File: src/rtl/led_pkg.sv
// Shared definitions for the LED arbiter: state encoding used by led_arb.
package led_pkg;

  typedef logic [1:0] state_t;

  localparam state_t IDLE  = 2'd0;
  localparam state_t GRANT = 2'd1;
  localparam state_t BLANK = 2'd2;

endpackage

File: src/rtl/led_arb_rr_pick.sv
// Combinational round-robin picker: first set request above the last-granted
// index, wrapping; the last-granted index itself is checked last.
module rr_pick #(
  parameter int NREQ = 4,
  parameter int IW   = 2
) (
  input  logic [NREQ-1:0] i_req,
  input  logic [IW-1:0]   i_last,
  output logic [NREQ-1:0] o_win,
  output logic            o_valid
);

  logic          w_found;
  logic [IW-1:0] w_idx;

  assign o_valid = |i_req;

  always_comb begin
    // NOTE: every variable gets a default before the loop so no latch is inferred.
    o_win   = '0;
    w_found = 1'b0;
    w_idx   = '0;
    for (int off = 1; off <= NREQ; off++) begin
      w_idx = IW'((int'(i_last) + off) % NREQ);
      if (!w_found && i_req[w_idx]) begin
        o_win[w_idx] = 1'b1;
        w_found      = 1'b1;
      end
    end
  end

endmodule

File: src/rtl/led_arb.sv
// Round-robin LED arbiter with min/max grant hold in ticks.
// Define LED_ARB_BLANK_EN to insert a one-tick blank period after every grant.
module led_arb
  import led_pkg::*;
#(
  parameter int WIDTH     = 8,
  parameter int NREQ      = 4,
  parameter int MIN_TICKS = 2,
  parameter int MAX_TICKS = 4
) (
  input  logic                  clk,
  input  logic                  rst_n,
  input  logic                  tick,
  input  logic [NREQ-1:0]       req,
  input  logic [NREQ*WIDTH-1:0] pat,
  output logic [NREQ-1:0]       gnt,
  output logic [WIDTH-1:0]      leds,
  output logic                  busy
);

  localparam int IW = (NREQ > 1) ? $clog2(NREQ) : 1;
  localparam int HW = $clog2(MAX_TICKS + 1);

  state_t          r_state;
  logic [NREQ-1:0] r_gnt;
  logic [WIDTH-1:0] r_leds;
  logic [HW-1:0]   r_hold;
  logic [IW-1:0]   r_last;

  logic [NREQ-1:0] w_win;
  logic            w_valid;
  logic [IW-1:0]   w_win_idx;
  logic [WIDTH-1:0] w_pat_arr [NREQ];
  logic [WIDTH-1:0] w_pat_own;
  logic            w_own_req;
  logic            w_others;
  logic            w_release;
  logic            w_preempt;
  logic            w_end;

  rr_pick #(.NREQ(NREQ), .IW(IW)) u_rr_pick (
    .i_req   (req),
    .i_last  (r_last),
    .o_win   (w_win),
    .o_valid (w_valid)
  );

  for (genvar k = 0; k < NREQ; k++) begin : g_pat
    assign w_pat_arr[k] = pat[k*WIDTH +: WIDTH];
  end

  always_comb begin
    w_win_idx = '0;
    for (int i = 0; i < NREQ; i++) begin
      if (w_win[i]) w_win_idx = IW'(i);
    end
  end

  // While granting, r_last is the owner's index.
  assign w_pat_own = w_pat_arr[r_last];
  assign w_own_req = req[r_last];
  assign w_others  = |(req & ~r_gnt);
  assign w_release = (r_hold >= HW'(MIN_TICKS)) && !w_own_req;
  assign w_preempt = (r_hold == HW'(MAX_TICKS)) && w_others;
  assign w_end     = w_release || w_preempt;

  always_ff @(posedge clk) begin
    if (!rst_n) begin
      // NOTE: state registers use non-blocking assignments so every block sees pre-edge values.
      r_state <= IDLE;
      r_gnt   <= '0;
      r_leds  <= '0;
      r_hold  <= '0;
      r_last  <= IW'(NREQ - 1);
    end else begin
      case (r_state)
        IDLE: begin
          r_leds <= '0;
          if (w_valid) begin
            r_state <= GRANT;
            r_gnt   <= w_win;
            r_last  <= w_win_idx;
            r_hold  <= '0;
          end
        end
        GRANT: begin
          if (w_end) begin
            // A tick on this edge is dropped: the next owner starts at zero.
            r_hold <= '0;
            r_leds <= '0;
`ifdef LED_ARB_BLANK_EN
            r_state <= BLANK;
            r_gnt   <= '0;
`else
            if (w_valid) begin
              r_gnt  <= w_win;
              r_last <= w_win_idx;
            end else begin
              r_state <= IDLE;
              r_gnt   <= '0;
            end
`endif
          end else begin
            r_leds <= w_pat_own;
            if (tick && (r_hold != HW'(MAX_TICKS))) r_hold <= r_hold + 1'b1;
          end
        end
`ifdef LED_ARB_BLANK_EN
        BLANK: begin
          r_leds <= '0;
          if (tick) begin
            if (w_valid) begin
              r_state <= GRANT;
              r_gnt   <= w_win;
              r_last  <= w_win_idx;
              r_hold  <= '0;
            end else begin
              r_state <= IDLE;
            end
          end
        end
`endif
        default: begin
          r_state <= IDLE;
          r_gnt   <= '0;
          r_leds  <= '0;
          r_hold  <= '0;
        end
      endcase
    end
  end

  assign gnt  = r_gnt;
  assign leds = r_leds;
  assign busy = |r_gnt;

endmodule

File: config.mk
export PLATFORM = sky130hd
export DESIGN_NAME = led_arb
export DESIGN_NICKNAME = d
export VERILOG_FILES = /design/src/rtl/led_pkg.sv /design/src/rtl/led_arb_rr_pick.sv /design/src/rtl/led_arb.sv
export SDC_FILE = /design/constraint.sdc
export NUM_CORES = 1
export LEC_CHECK = 0
export ABC_AREA = 1
export CAP_MARGIN = 30
export CELL_PAD_IN_SITES_DETAIL_PLACEMENT = 0
export CELL_PAD_IN_SITES_GLOBAL_PLACEMENT = 2
export CORE_MARGIN = 8
export CORE_UTILIZATION = 24
export DETAILED_ROUTE_END_ITERATION = 8
export MAX_ROUTING_LAYER = met4
export PLACE_DENSITY = 0.93
export SYNTH_ARGS = -nofsm -noshare
export SYNTH_HDL_FRONTEND = slang
export SYNTH_HIERARCHICAL = 1
export SYNTH_SLANG_ARGS = --single-unit
File: constraint.sdc
create_clock -name clk -period 4.2 [get_ports clk]
set_clock_uncertainty 0.15 [all_clocks]
set_input_delay 1.26 -clock clk [delete_from_list [all_inputs] [get_ports clk]]
set_output_delay 1.26 -clock clk [all_outputs]
set_load 0.005 [all_outputs]
# [After elaboration in Yosys (flattened, before gate mapping)]
# Index checks and enable logic that the tools add are counted.
[totals] reg_bits=19 latch_bits=0 ramBits=0 rom_bits=0 word_cells=107 memories=0
[classes] n_addsub=5 mul=0 div=0 magnitude_cmp=11 n_eq_ne=7 n_shift=0 n_mux=46 n_bitwise=8 reduce_logical=25
[ops] cell="4-bit two-way mux" n=7
[ops] cell="8-bit binary-select mux with 2-bit select" n=1
[ops] cell="8-bit two-way mux" n=2
[ops] cell="2-bit by 3-bit < comparator with 1-bit output, second input constant" n=5
[ops] cell="2-bit two-way mux" n=7
[ops] cell="1-bit two-way mux" n=13
[ops] cell="4-bit bitwise OR" n=3
[ops] cell="4-bit OR reduction" n=3
[ops] cell="1-bit binary-select mux with 2-bit select" n=5
[ops] cell="1-bit logical AND" n=10
[ops] cell="3-bit two-way mux" n=3
[ops] cell="1-bit demux with 2-bit select" n=4
[ops] cell="2-bit by 1-bit >= comparator with 1-bit output, second input constant" n=4
[ops] cell="2-bit one-hot mux with 2 select lines" n=2
[ops] cell="4-bit one-hot mux with 2 select lines" n=1
[ops] cell="3-bit inequality test, second input constant" n=2
[ops] cell="3-bit one-hot mux with 2 select lines" n=1
[ops] cell="2-bit AND reduction" n=3
[ops] cell="2-bit by 1-bit adder with 2-bit output, second input constant" n=2
[ops] cell="2-bit adder, second input constant" n=2
[ops] cell="4-bit bitwise AND" n=1
[ops] cell="1-bit logical NOT" n=4
[ops] cell="2-bit inequality test, second input constant" n=2
[ops] cell="4-bit NOT" n=1
[ops] cell="other kinds (13)" n=14

# [Logic depth before layout (Yosys ltp)]
# Gate-level depths: netlist (run 1).
[depth] depth_word=19 mapped_depth=12 depth_no_buf=12

# [By module]
# The synthesis (run 1) kept the hierarchy.
[by_module_without_submodules] mod="led_arb" instances=1 cells_each=151 area_per_inst_um2=993.5 seq_area_each_um2=360.3
[by_module_without_submodules] mod="rr_pick" instances=1 cells_each=76 area_per_inst_um2=427.9 seq_area_each_um2=0.0

# [Worst setup path before layout (run 1)]
# Ideal clock, no wire load.
[synth_path] path_type="input-to-reg" startpoint="input port req[2]" endpoint="register r_last[0]" t_arrival_ns=2.125 required_time_ns=3.924 path_slack_ns=1.799 cell_stages=10 path_buffers=0 cell_sequence="nand2_1 > nand3_2 > nand2_4 > nand2_4 > nor2_4 > nand2_1 > nand3_1 > inv_1 > a21oi_1 > o211ai_1"
[synth_via] elab_cells_between_ends=41
[synth_lines] element="start, declared" line="led_arb.sv:14" rtl="input logic [NREQ-1:0] req,"
[synth_lines] element="1-bit binary-select mux with 2-bit select" line="led_arb_rr_pick.sv:25" rtl="if (!w_found && i_req[w_idx]) begin"
[synth_lines] element="1-bit two-way mux (implied by the code)" line="led_arb_rr_pick.sv:25"
[synth_lines] element="1-bit two-way mux" line="led_arb_rr_pick.sv:25"
[synth_lines] element="1-bit logical NOT" line="led_arb_rr_pick.sv:25"
[synth_lines] element="1-bit logical AND" line="led_arb_rr_pick.sv:25"
[synth_lines] element="1-bit two-way mux" line="led_arb_rr_pick.sv:25"
[synth_lines] element="1-bit logical NOT" line="led_arb_rr_pick.sv:25"
[synth_lines] element="1-bit logical AND" line="led_arb_rr_pick.sv:25"
[synth_lines] element="1-bit two-way mux" line="led_arb_rr_pick.sv:25"
[synth_lines] element="1-bit logical NOT" line="led_arb_rr_pick.sv:25"
[synth_lines] element="1-bit logical AND" line="led_arb_rr_pick.sv:25"
[synth_lines] element="4-bit two-way mux *" line="led_arb_rr_pick.sv:25"
[synth_lines] element="via w_win[2]" line="led_arb.sv:30" rtl="logic [NREQ-1:0] w_win;"
[synth_lines] element="2-bit two-way mux * (2 in a row)" line="led_arb.sv:55" rtl="if (w_win[i]) w_win_idx = IW'(i);"
[synth_lines] element="2-bit two-way mux *" line="led_arb.sv:79, led_arb.sv:95"
[synth_lines] element="2-bit two-way mux" line="led_arb.sv:87" rtl="if (w_end) begin"
[synth_lines] element="2-bit one-hot mux with 2 select lines *" line="led_arb.sv:76" rtl="case (r_state)"
[synth_lines] element="end signal, assigned" line="led_arb.sv:74" rtl="r_last <= IW'(NREQ - 1);"
[synth_lines] element="end signal, assigned" line="led_arb.sv:82" rtl="r_last <= w_win_idx;"
[synth_lines] element="end signal, assigned" line="led_arb.sv:97" rtl="r_last <= w_win_idx;"
[synth_lines] element="end, declared" line="led_arb.sv:28" rtl="logic [IW-1:0] r_last;"
# The timed path passes the listed nets; every way through them passes the cells marked *. The select of a mux whose other input is x is not followed.
# A chain may end at the register's enable or synchronous reset.

# [Worst setup path after layout (run 1)]
[layout_path] startpoint="input port req[1]" endpoint="register r_hold[1]"
[layout_via] elab_cells_between_ends=14
[layout_lines] element="4-bit OR reduction" line="led_arb_rr_pick.sv:16" rtl="assign o_valid = |i_req;"
[layout_lines] element="via w_valid" line="led_arb.sv:31" rtl="logic w_valid;"
[layout_lines] element="2-bit by 1-bit inequality test with 1-bit output (no line)"
[layout_lines] element="2-bit AND reduction (no line)"
[layout_lines] element="end signal, assigned" line="led_arb.sv:105" rtl="if (tick && (r_hold != HW'(MAX_TICKS))) r_hold <= r_hold + 1'b1;"
[layout_lines] element="end, declared" line="led_arb.sv:27" rtl="logic [HW-1:0] r_hold;"
# The timed path passes the listed nets, and every way through them passes these cells. The select of a mux whose other input is x is not followed.

==> impl_metrics.xml, run 1 <==
<?xml version="1.0" encoding="UTF-8"?>
<metrics>
  <group name="floorplan">
    <metric name="top_level_ports" unit="">52</metric>
    <metric name="start_util" unit="%">24.4</metric>
    <metric name="die_width" unit="um">93.0</metric>
    <metric name="die_h" unit="um">93.0</metric>
    <metric name="placementRows" unit="">28</metric>
    <metric name="fp.dieArea" unit="mm^2">0.00864</metric>
    <metric name="core-area" unit="mm^2">0.00582</metric>
  </group>
  <group name="global_routing">
    <metric name="antenna_found_initial" unit="">0</metric>
    <metric name="first_global_vias" unit="">1607</metric>
    <metric name="grt_overflow" unit="">0</metric>
    <metric name="maximum_number_of_pins_on_one_net_before_global_route_repair" unit="">31</metric>
    <metric name="first_pass_grt_wire_length" unit="um">7430</metric>
    <metric name="grt.total_usage" unit="%">10.8</metric>
  </group>
  <group name="synth">
    <metric name="count_of_yosys_warnings_during_synthesis" unit="">6</metric>
    <metric name="synth.yosys.seq_area_share" unit="%">25.4</metric>
    <metric name="syn-num-nets" unit="">276</metric>
    <metric name="yosys_register_bits" unit="">18</metric>
    <metric name="syn-instance-count" unit="">227</metric>
    <metric name="syn-mean-instance-area" unit="um^2">6.26</metric>
    <metric name="post_synth_num_cell_types" unit="">26</metric>
    <metric name="post_synth_instance_area" unit="mm^2">0.00142</metric>
  </group>
  <group name="sta">
    <metric name="hold_violations" unit="">0</metric>
    <metric name="finalMaxSlewViolations" unit="">0</metric>
    <metric name="worstMarginPinSlew" unit="ns">0.489</metric>
    <metric name="fmax" unit="MHz">342</metric>
    <metric name="grt_setup_unrepaired" unit="">no</metric>
    <metric name="final.setup.tns" unit="ns">0</metric>
    <metric name="post-route-min-period" unit="ns">2.93</metric>
    <metric name="finalSetupViolations" unit="">0</metric>
    <metric name="slew_headroom" unit="%">67.4</metric>
    <metric name="min_period_over_period" unit="%">69.7</metric>
  </group>
  <group name="worst_setup_path">
    <metric name="critical_path.startpoint_type" unit="">primary input</metric>
    <metric name="end_kind" unit="">register</metric>
    <metric name="timing.critical_path.cells" unit="">clkdlybuf4s50_1, inv_1, nand4_1, nor2_1, clkinv_1, nand3_1, nand4_1, a21oi_1</metric>
    <metric name="worstPathArrival" unit="ns">2.97</metric>
    <metric name="crit_fanout" unit="">8</metric>
    <metric name="timing.reg2reg.setup_slack" unit="ns">1.86</metric>
    <metric name="max_stage_delay" unit="ns">0.53</metric>
    <metric name="worstSetupPathType" unit="">primary input to register</metric>
    <metric name="cp_slowest_cell" unit="">sky130_fd_sc_hd__clkdlybuf4s50_1</metric>
    <metric name="critical_path_required" unit="ns">4.24</metric>
    <metric name="critPathMostFrequentCell" unit="">sky130_fd_sc_hd__nand4_1</metric>
  </group>
  <group name="clock_tree">
    <metric name="number_of_cts_inserted_buffers" unit="">3</metric>
    <metric name="tritoncts_clock_tree" unit="">done</metric>
    <metric name="worstSkewPairLatency" unit="ns">0.26</metric>
    <metric name="cts_htree_levels" unit="">1</metric>
    <metric name="cts_num_sinks" unit="">18</metric>
    <metric name="cts_max_path_buffers" unit="">2</metric>
    <metric name="holdBufCountCts" unit="">0</metric>
    <metric name="cts_setup_buffers" unit="">0</metric>
    <metric name="cts.reportedPaths.clkPinSlew" unit="ns">0.08</metric>
    <metric name="cell_chosen_for_the_clock_root" unit="">sky130_fd_sc_hd__clkbuf_8</metric>
    <metric name="cts_repair_resize_count" unit="">0</metric>
  </group>
  <group name="drt">
    <metric name="drt_pre_antenna_iters" unit="">4</metric>
    <metric name="routed_via_density" unit="">4.42</metric>
    <metric name="antenna_left" unit="">0</metric>
    <metric name="drt_drc_violations_left" unit="">0</metric>
    <metric name="dr_total_vias" unit="">1563</metric>
    <metric name="detail_route.wirelength" unit="um">4430</metric>
    <metric name="wl_per_cell" unit="um">12.5</metric>
    <metric name="dr.first_iter.drc_count" unit="">60</metric>
  </group>
  <group name="place">
    <metric name="hpwlAfterDp" unit="um">3460</metric>
    <metric name="buffers_added_on_ports" unit="">51</metric>
    <metric name="gpl.final_weighted_congestion" unit="">0.802</metric>
    <metric name="placed_cells_incl_taps" unit="">350</metric>
  </group>
  <group name="final_layout">
    <metric name="design.final.nets" unit="">329</metric>
    <metric name="area_delta_synth_final" unit="%">45.6</metric>
    <metric name="final_cells" unit="">354</metric>
    <metric name="layout-drive-gt1-share" unit="%">7.89</metric>
    <metric name="antennaDiodeCount" unit="">0</metric>
  </group>
  <group name="pwr">
    <metric name="max-vdd-ir-drop" unit="V">0.000134</metric>
    <metric name="static-leakage-power" unit="nW">0.925</metric>
    <metric name="power.density_cell_area" unit="mW/mm^2">339</metric>
  </group>
  <group name="outcome">
    <metric name="status" unit="">finished clean</metric>
  </group>
  <group name="run">
    <metric name="maxCapViolations" unit="">0</metric>
  </group>
  <group name="worst_hold_path">
    <metric name="worst_hold_path_type" unit="">register to register</metric>
  </group>
</metrics>
-- per-stage QoR --
stage	power (mW)	worst slack (ns)	hold WS [ns]	utilization, %	instance area [um^2]
final	0.701	1.27	0.334	35.6	2070
after global routing	0.765	1.08	0.356	35.6	2070
after CTS	0.713	1.23	0.338	35.6	2070
after detailed placement	0.564	0.969	0.327	34.6	2010
after global placement	0.566	0.993	0.322	34.6	2010
after floorplan	0.429	1.80	0.319	-	1420
-- Yosys cell counts --
| library cell | instances | area [um^2] |
|---|---|---|
| sky130_fd_sc_hd__a21oi_1 | 16 | 80.1 |
| sky130_fd_sc_hd__buf_2 | 3 | 15.0 |
| sky130_fd_sc_hd__buf_4 | 1 | 7.51 |
| sky130_fd_sc_hd__clkbuf_1 | 1 | 3.75 |
| sky130_fd_sc_hd__clkinv_1 | 1 | 3.75 |
| sky130_fd_sc_hd__dfxtp_1 | 18 | 360 |
| sky130_fd_sc_hd__ha_1 | 10 | 125 |
| sky130_fd_sc_hd__inv_1 | 22 | 82.6 |
| sky130_fd_sc_hd__inv_2 | 2 | 7.51 |
| sky130_fd_sc_hd__nand2_1 | 50 | 188 |
| sky130_fd_sc_hd__nand2_2 | 4 | 25.0 |
| sky130_fd_sc_hd__nand2_4 | 2 | 22.5 |
| sky130_fd_sc_hd__nand3_1 | 31 | 155 |
| sky130_fd_sc_hd__nand3_2 | 2 | 20.0 |
| sky130_fd_sc_hd__nand3_4 | 1 | 17.5 |
| sky130_fd_sc_hd__nand4_1 | 5 | 31.3 |
| sky130_fd_sc_hd__nand4_2 | 1 | 12.5 |
| sky130_fd_sc_hd__nor2_1 | 34 | 128 |
| sky130_fd_sc_hd__nor2_2 | 1 | 6.26 |
| sky130_fd_sc_hd__nor2_4 | 1 | 11.3 |
| sky130_fd_sc_hd__o211ai_1 | 1 | 7.51 |
| sky130_fd_sc_hd__o21ai_0 | 16 | 80.1 |
| sky130_fd_sc_hd__o21ai_1 | 1 | 5.00 |
| sky130_fd_sc_hd__o21bai_2 | 1 | 11.3 |
| sky130_fd_sc_hd__or2_2 | 1 | 6.26 |
| sky130_fd_sc_hd__xor2_1 | 1 | 8.76 |
-- placed cells by master, fill, tap and decap left out --
cell type and instances:
sky130_fd_sc_hd__clkinv_1 1, sky130_fd_sc_hd__nor2_1 34, sky130_fd_sc_hd__nand2_1 50, sky130_fd_sc_hd__xor2_1 1, sky130_fd_sc_hd__o21ai_0 16, sky130_fd_sc_hd__nor2_4 1, sky130_fd_sc_hd__buf_4 2, sky130_fd_sc_hd__nand2_4 2
sky130_fd_sc_hd__a21oi_1 16, sky130_fd_sc_hd__nand3_1 31, sky130_fd_sc_hd__or2_2 1, sky130_fd_sc_hd__o211ai_1 1, sky130_fd_sc_hd__nand3_4 1, sky130_fd_sc_hd__dfxtp_1 18, sky130_fd_sc_hd__clkbuf_8 4, sky130_fd_sc_hd__o21bai_2 1
sky130_fd_sc_hd__inv_1 22, sky130_fd_sc_hd__nand2_2 4, sky130_fd_sc_hd__nand3_2 2, sky130_fd_sc_hd__ha_1 10, sky130_fd_sc_hd__nand4_1 5, sky130_fd_sc_hd__nand4_2 1, sky130_fd_sc_hd__o21ai_1 1, sky130_fd_sc_hd__inv_2 2
sky130_fd_sc_hd__clkdlybuf4s50_1 51, sky130_fd_sc_hd__nor2_2 1
-- cell families after synthesis --
| kind of cell | after synthesis | share of synthesized area, % |
|---|---|---|
| simple gates | 133 | 43.8 |
| compound gates | 35 | 12.9 |
| buf+inv | 30 | 8.45 |
| flops | 18 | 25.4 |
| fa+ha+maj | 10 | 8.80 |
| xor+xnor | 1 | 0.616 |
-- critical path: cells and delay by family --
| kind | cells | cell delay (ns) |
|---|---|---|
| AO/OA/AOI/OAI | 1 | 0.14 |
| buffers and inverters | 3 | 0.75 |
| AND/OR/NAND/NOR | 4 | 0.81 |
-- flip-flops by register name, indices dropped and copies added (netlist names) --
register / cells
gnt: 4
leds: 8
r_hold: 3
r_last: 2
r_state: 1
-- per-layer routing --
layer | share of wire [%] | up-vias | global-route usage, %
met5 | 0 | - | -
met4 | 0.56 | 0 | 2.42
met3 | 5.4 | 2 | 3.40
met2 | 47 | 43 | 17.9
met1 | 47 | 676 | 12.5
li1 | - | 842 | -
-- worst paths after layout --
kind         startpoint        end  depth (start not counted)
max reg2reg   r_last[1]  r_last[0]                         13
min              gnt[2]     gnt[2]                          2
min reg2reg      gnt[2]     gnt[2]                          2
max              req[1]  r_hold[1]                          8
-- final cells by class --
type | count | area [um^2]
Fill cell | 642 | 3750
Multi-Input combinational cell | 179 | 941
Timing Repair Buffer | 53 | 526
Sequential cell | 18 | 360
Inverter | 25 | 93.8
Tap cell | 75 | 93.8
Clock buffer | 4 | 55.1
-- report_power, final --
group / switching, mW / total (mW) / internal, mW
sequential: 0.0108 / 0.203 / 0.192
clock: 0.0622 / 0.145 / 0.0833
combinational: 0.201 / 0.353 / 0.152
Power figures use the tool's default switching activity.
==> run 2: changes to the inputs <==
- CORE_UTILIZATION: 24 -> 22
- PLACE_DENSITY: 0.93 -> 0.87
- clock period: 4.2 -> 3 ns (I/O delays scaled with it)
==> impl_metrics.xml, run 2 (synthesis results as in run 1) <==
<?xml version="1.0" encoding="UTF-8"?>
<metrics>
  <group name="pwr">
    <metric name="power.combinational.fraction" unit="%">50.5</metric>
    <metric name="finalPower" unit="uW">989</metric>
    <metric name="static-leakage-power" unit="nW">0.934</metric>
    <metric name="share_seq_of_total_power" unit="%">28.8</metric>
    <metric name="max-vdd-ir-drop" unit="V">0.000210</metric>
    <metric name="clockPowerShare" unit="%">20.6</metric>
    <metric name="power.switching_fraction" unit="%">39.4</metric>
    <metric name="cell_internal_pwr" unit="uW">599</metric>
    <metric name="power.density_cell_area" unit="mW/mm^2">474</metric>
    <metric name="total_switching_power" unit="uW">389</metric>
  </group>
  <group name="floorplan">
    <metric name="top_level_ports" unit="">52</metric>
    <metric name="core-area" unit="mm^2">0.00631</metric>
    <metric name="die_width" unit="um">96.4</metric>
    <metric name="fp.dieArea" unit="mm^2">0.00929</metric>
    <metric name="placementRows" unit="">29</metric>
    <metric name="die_h" unit="um">96.4</metric>
    <metric name="start_util" unit="%">22.5</metric>
  </group>
  <group name="clock_tree">
    <metric name="cts_max_path_buffers" unit="">2</metric>
    <metric name="cell_chosen_for_the_clock_root" unit="">sky130_fd_sc_hd__clkbuf_8</metric>
    <metric name="tritoncts_clock_tree" unit="">done</metric>
    <metric name="cts_setup_buffers" unit="">0</metric>
    <metric name="cts_htree_levels" unit="">1</metric>
    <metric name="worstSkewPairLatency" unit="ns">0.26</metric>
    <metric name="cts_num_sinks" unit="">18</metric>
    <metric name="cts.reportedPaths.clkPinSlew" unit="ns">0.07</metric>
    <metric name="number_of_cts_inserted_buffers" unit="">3</metric>
    <metric name="holdBufCountCts" unit="">0</metric>
    <metric name="cts_repair_resize_count" unit="">0</metric>
  </group>
  <group name="place">
    <metric name="gpl.final_weighted_congestion" unit="">0.770</metric>
    <metric name="buffers_added_on_ports" unit="">51</metric>
    <metric name="hpwlAfterDp" unit="um">3730</metric>
  </group>
  <group name="global_routing">
    <metric name="gr-usage-met1" unit="%">13.5</metric>
    <metric name="grt_overflow" unit="">0</metric>
    <metric name="first_global_vias" unit="">1661</metric>
    <metric name="grt.total_usage" unit="%">11.2</metric>
    <metric name="grt_util_met3" unit="%">4.79</metric>
    <metric name="antenna_found_initial" unit="">0</metric>
    <metric name="grt-busiest-layer" unit="">met2</metric>
    <metric name="maximum_number_of_pins_on_one_net_before_global_route_repair" unit="">30</metric>
    <metric name="first_pass_grt_wire_length" unit="um">7940</metric>
    <metric name="grtUsageMet2" unit="%">17.3</metric>
  </group>
  <group name="drt">
    <metric name="drt_pre_antenna_iters" unit="">4</metric>
    <metric name="routed_via_density" unit="">4.47</metric>
    <metric name="dr.first_iter.drc_count" unit="">86</metric>
    <metric name="detail_route.wirelength" unit="um">4760</metric>
    <metric name="antenna_left" unit="">0</metric>
    <metric name="dr_total_vias" unit="">1602</metric>
    <metric name="wl_per_cell" unit="um">13.3</metric>
    <metric name="drt_drc_violations_left" unit="">0</metric>
  </group>
  <group name="worst_setup_path">
    <metric name="r2r_start" unit="">r_last[0]</metric>
    <metric name="end_kind" unit="">register</metric>
    <metric name="critical_path.startpoint_type" unit="">primary input</metric>
    <metric name="worstPathArrival" unit="ns">2.48</metric>
    <metric name="worstSetupPathType" unit="">primary input to register</metric>
    <metric name="timing.reg2reg.setup_slack" unit="ns">0.85</metric>
    <metric name="critical_path_required" unit="ns">2.98</metric>
    <metric name="reg2regPathDepth" unit="">12</metric>
    <metric name="rr_endpoint" unit="">r_last[0]</metric>
    <metric name="crit_fanout" unit="">5</metric>
  </group>
  <group name="sta">
    <metric name="finalMaxSlewViolations" unit="">0</metric>
    <metric name="post-route-min-period" unit="ns">2.50</metric>
    <metric name="slew_headroom" unit="%">68.5</metric>
    <metric name="worstMarginPinSlew" unit="ns">0.472</metric>
    <metric name="final.setup.tns" unit="ns">0</metric>
    <metric name="min_period_over_period" unit="%">83.3</metric>
    <metric name="grt_setup_unrepaired" unit="">no</metric>
    <metric name="hold_violations" unit="">0</metric>
    <metric name="fmax" unit="MHz">400</metric>
    <metric name="finalSetupViolations" unit="">0</metric>
  </group>
  <group name="final_layout">
    <metric name="mostFrequentLayoutCells" unit="">51 x sky130_fd_sc_hd__clkdlybuf4s50_1, 50 x sky130_fd_sc_hd__nand2_1, 34 x sky130_fd_sc_hd__nor2_1</metric>
    <metric name="antennaDiodeCount" unit="">0</metric>
    <metric name="design.final.nets" unit="">331</metric>
    <metric name="area_delta_synth_final" unit="%">46.8</metric>
    <metric name="n_fill_cell" unit="">724</metric>
    <metric name="layout-drive-gt1-share" unit="%">8.54</metric>
    <metric name="largest_register_ffs" unit="">8</metric>
    <metric name="commonest_non_fill_non_tap_cell_in_the_layout" unit="">sky130_fd_sc_hd__clkdlybuf4s50_1</metric>
  </group>
  <group name="worst_hold_path">
    <metric name="worstHoldPathCells" unit="">2</metric>
    <metric name="worstHoldStart" unit="">gnt[1]</metric>
    <metric name="worst_hold_path_type" unit="">register to register</metric>
    <metric name="worst_hold_path.endpoint" unit="">gnt[1]</metric>
  </group>
  <group name="outcome">
    <metric name="status" unit="">finished clean</metric>
  </group>
  <group name="run">
    <metric name="maxCapViolations" unit="">0</metric>
  </group>
</metrics>
## run 2: changes by cell type in the layout (fill, tap and decap cells not counted), sizes merged
cell,delta
buf,+2
## run 2: worst max path at each step
stage | endpoint | start | slack [ns]
2_1_floorplan | r_last[0] | r_last[0] | 0.85
3_3_place_gp | r_last[0] | req[0] | 0.32
6_report | r_last[0] | req[0] | 0.50
4_1_cts | r_last[0] | req[0] | 0.51
3_5_place_dp | r_last[0] | req[0] | 0.26
5_1_grt | r_last[0] | req[0] | 0.37
## run 2: final cells by class
| class | instances | area (um^2) | area share [%] |
|---|---|---|---|
| multi-input combinational | 179 | 941 | 45.1 |
| timing repair buffer | 55 | 541 | 25.9 |
| sequential | 18 | 360 | 17.3 |
| tap | 77 | 96.3 | 4.62 |
| inverter | 25 | 93.8 | 4.50 |
| clock buffer | 4 | 55.1 | 2.64 |
## run 2: routing by layer
metal / wire length, um / share of wire [%]
met1: 2210 / 46
met2: 2070 / 43
met3: 448 / 9.4
met4: 27 / 0.57
met5: 0 / 0
## run 2: power by group through the flow
stage | combinational (mW) | sequential, mW | clock (mW)
final | 0.500 | 0.285 | 0.204
after global routing | 0.568 | 0.289 | 0.221
after CTS | 0.507 | 0.286 | 0.212
after detailed placement | 0.504 | 0.291 | 0
after global placement | 0.506 | 0.291 | 0
after floorplan | 0.301 | 0.300 | 0
## run 2: worst max-delay path, stage by stage
cell and delay (ns):
sky130_fd_sc_hd__clkdlybuf4s50_1 0.51, sky130_fd_sc_hd__nand2_1 0.15, sky130_fd_sc_hd__nand3_2 0.16, sky130_fd_sc_hd__nand2_4 0.13, sky130_fd_sc_hd__nand2_4 0.06, sky130_fd_sc_hd__nor2_4 0.13
sky130_fd_sc_hd__nand2_1 0.06, sky130_fd_sc_hd__nand3_1 0.09, sky130_fd_sc_hd__inv_1 0.05, sky130_fd_sc_hd__a21oi_1 0.13, sky130_fd_sc_hd__o211ai_1 0.12
## run 2: per-stage QoR
stage	area, um^2	setup slack, ns	hold WS, ns	util (%)	std cells
after CTS	2090	0.511	0.339	33.1	358
after floorplan	1420	0.852	0.319	-	227
final	2090	0.501	0.333	33.1	358
after global placement	2030	0.317	0.330	32.2	354
after detailed placement	2030	0.256	0.329	32.2	354
after global routing	2090	0.369	0.361	33.1	358
==> run 3: changes to the inputs <==
- CORE_UTILIZATION: 22 -> 20
- PLACE_DENSITY: 0.87 -> 0.83
- clock period: 3 -> 2 ns (I/O delays scaled with it)
==> impl_metrics.xml, run 3 (synthesis results as in run 1) <==
<?xml version="1.0" encoding="UTF-8"?>
<metrics>
  <group name="sta">
    <metric name="hold_violations" unit="">0</metric>
    <metric name="layout_setup_ws" unit="ns">0.0978</metric>
    <metric name="min_period_over_period" unit="%">95.1</metric>
    <metric name="worstMarginPinSlew" unit="ns">0.253</metric>
    <metric name="finalMaxSlewViolations" unit="">0</metric>
    <metric name="worst_hold_slack" unit="ns">0.330</metric>
    <metric name="fmax" unit="MHz">526</metric>
    <metric name="post-route-min-period" unit="ns">1.90</metric>
    <metric name="grt_setup_unrepaired" unit="">no</metric>
    <metric name="finalSetupViolations" unit="">0</metric>
    <metric name="slew_headroom" unit="%">83.1</metric>
  </group>
  <group name="clock_tree">
    <metric name="cell_chosen_for_the_clock_root" unit="">sky130_fd_sc_hd__clkbuf_8</metric>
    <metric name="worstSkewPairLatency" unit="ns">0.26</metric>
    <metric name="cts.reportedPaths.clkPinSlew" unit="ns">0.07</metric>
    <metric name="cts_htree_levels" unit="">1</metric>
    <metric name="cts_setup_buffers" unit="">0</metric>
    <metric name="number_of_cts_inserted_buffers" unit="">3</metric>
    <metric name="tritoncts_clock_tree" unit="">done</metric>
    <metric name="holdBufCountCts" unit="">0</metric>
    <metric name="cts_num_sinks" unit="">18</metric>
    <metric name="cts_max_path_buffers" unit="">2</metric>
  </group>
  <group name="outcome">
    <metric name="status" unit="">finished clean</metric>
  </group>
  <group name="worst_setup_path">
    <metric name="cp_slowest_cell" unit="">sky130_fd_sc_hd__clkdlybuf4s50_1</metric>
    <metric name="timing.critical_path.cells" unit="">clkdlybuf4s50_1</metric>
    <metric name="crit_fanout" unit="">3</metric>
    <metric name="end_kind" unit="">primary output</metric>
    <metric name="critical_path_required" unit="ns">1.25</metric>
    <metric name="timing.critical_path.buf_inv" unit="">1</metric>
    <metric name="cpLargestDelayFamily" unit="">buffers and inverters</metric>
    <metric name="max_stage_delay" unit="ns">0.52</metric>
    <metric name="critical_path.startpoint_type" unit="">register</metric>
    <metric name="worstSetupPathType" unit="">register to primary output</metric>
    <metric name="worstPathArrival" unit="ns">1.15</metric>
    <metric name="critPathLaunch" unit="">gnt[2]</metric>
    <metric name="r2r_start" unit="">r_last[0]</metric>
  </group>
  <group name="worst_hold_path">
    <metric name="worst_hold_path_type" unit="">register to register</metric>
    <metric name="worstHoldStart" unit="">gnt[0]</metric>
  </group>
  <group name="final_layout">
    <metric name="fin_util" unit="%">32.5</metric>
    <metric name="mostFrequentLayoutCells" unit="">50 x sky130_fd_sc_hd__nand2_1, 46 x sky130_fd_sc_hd__clkdlybuf4s50_1, 34 x sky130_fd_sc_hd__nor2_1</metric>
    <metric name="antennaDiodeCount" unit="">0</metric>
    <metric name="area_delta_synth_final" unit="%">56.1</metric>
    <metric name="design.final.nets" unit="">341</metric>
    <metric name="n_fill_cell" unit="">774</metric>
    <metric name="commonest_non_fill_non_tap_cell_in_the_layout" unit="">sky130_fd_sc_hd__nand2_1</metric>
    <metric name="largest_register_ffs" unit="">8</metric>
    <metric name="layout-drive-gt1-share" unit="%">13.7</metric>
  </group>
  <group name="drt">
    <metric name="dr.first_iter.drc_count" unit="">79</metric>
    <metric name="detail_route.wirelength" unit="um">4870</metric>
    <metric name="antenna_left" unit="">0</metric>
    <metric name="routed_via_density" unit="">4.27</metric>
    <metric name="wl_per_cell" unit="um">12.6</metric>
    <metric name="drt_drc_violations_left" unit="">0</metric>
    <metric name="drt_pre_antenna_iters" unit="">4</metric>
    <metric name="dr_total_vias" unit="">1654</metric>
  </group>
  <group name="global_routing">
    <metric name="first_pass_grt_wire_length" unit="um">8290</metric>
    <metric name="grt_overflow" unit="">0</metric>
    <metric name="grt.total_usage" unit="%">10.4</metric>
    <metric name="first_global_vias" unit="">1840</metric>
    <metric name="maximum_number_of_pins_on_one_net_before_global_route_repair" unit="">31</metric>
    <metric name="antenna_found_initial" unit="">0</metric>
  </group>
  <group name="run">
    <metric name="maxCapViolations" unit="">0</metric>
  </group>
  <group name="pwr">
    <metric name="static-leakage-power" unit="nW">0.996</metric>
    <metric name="max-vdd-ir-drop" unit="V">0.000238</metric>
    <metric name="power.density_cell_area" unit="mW/mm^2">705</metric>
  </group>
  <group name="place">
    <metric name="hpwlAfterDp" unit="um">3880</metric>
    <metric name="dp_worst_setup_slack" unit="ns">-0.419</metric>
    <metric name="gpl.final_weighted_congestion" unit="">0.793</metric>
    <metric name="buffers_added_on_ports" unit="">51</metric>
  </group>
  <group name="floorplan">
    <metric name="die_h" unit="um">100</metric>
    <metric name="fp.dieArea" unit="mm^2">0.0101</metric>
    <metric name="placementRows" unit="">30</metric>
    <metric name="die_width" unit="um">100</metric>
    <metric name="start_util" unit="%">20.8</metric>
    <metric name="top_level_ports" unit="">52</metric>
    <metric name="core-area" unit="mm^2">0.00683</metric>
  </group>
</metrics>
==> run 3: cell count changes in the layout (fill, tap and decap cells not counted), sizes merged <==
cell	change
clkdlybuf4s15	+1
clkdlybuf4s50	-5
dlygate4sd2	+4
buf	+10
==> run 3: area by class of cell <==
type	count	area [um^2]	area share [%]
Timing Repair Buffer	65	614	27.7
Multi-Input combinational cell	179	970	43.7
Tap cell	96	120	5.41
Clock buffer	4	55.1	2.48
Sequential cell	18	365	16.5
Inverter	25	93.8	4.23
==> run 3: path summary, 6_finish.rpt <==
path                            slack [ns]  cells past startpoint   endpoint
worst max-delay path                   0.1                      1     gnt[2]
worst min-delay path                  0.33                      2     gnt[0]
worst max register to register        0.20                     10  r_last[1]
worst min register to register        0.33                      2     gnt[0]
==> run 3: metal layers <==
metal	share of wire, %	up-vias	track usage (%)
met3	5.9	6	3.04
met1	47	729	11.9
met4	1.9	0	3.02
met2	45	52	17.0
met5	0	-	-
li1	-	867	-
==> run 3: power by group <==
part / total, mW / switching, mW / leakage, nW / internal, mW
sequential: 0.429 / 0.0243 / 0.148 / 0.405
combinational: 0.823 / 0.456 / 0.820 / 0.368
clock: 0.311 / 0.136 / 0.0288 / 0.175
total: 1.56 / 0.616 / 0.996 / 0.948
==> run 3: repair_timing <==
action,4_1_cts,5_1_grt
resized for setup,5,7
hold endpoints to repair,0,0
endpoints found under the setup margin,18,5
gates cloned,0,0
==> run 3: per-stage QoR <==
| step | TNS [ns] | cell area (um^2) | power [mW] | instances |
|---|---|---|---|---|
| floorplan | 0 | 1430 | 0.904 | 227 |
| global placement | -6.22 | 2140 | 1.25 | 383 |
| detailed placement | -6.28 | 2140 | 1.24 | 383 |
| CTS | 0 | 2180 | 1.55 | 387 |
| global route | 0 | 2220 | 1.70 | 387 |
| finish | 0 | 2220 | 1.56 | 387 |
==> run 3: worst min-delay path: cells and delay by family (launching register included) <==
family          cells  cell delay, ns
flops               1            0.32
compound gates      1            0.05
simple gates        1            0.06
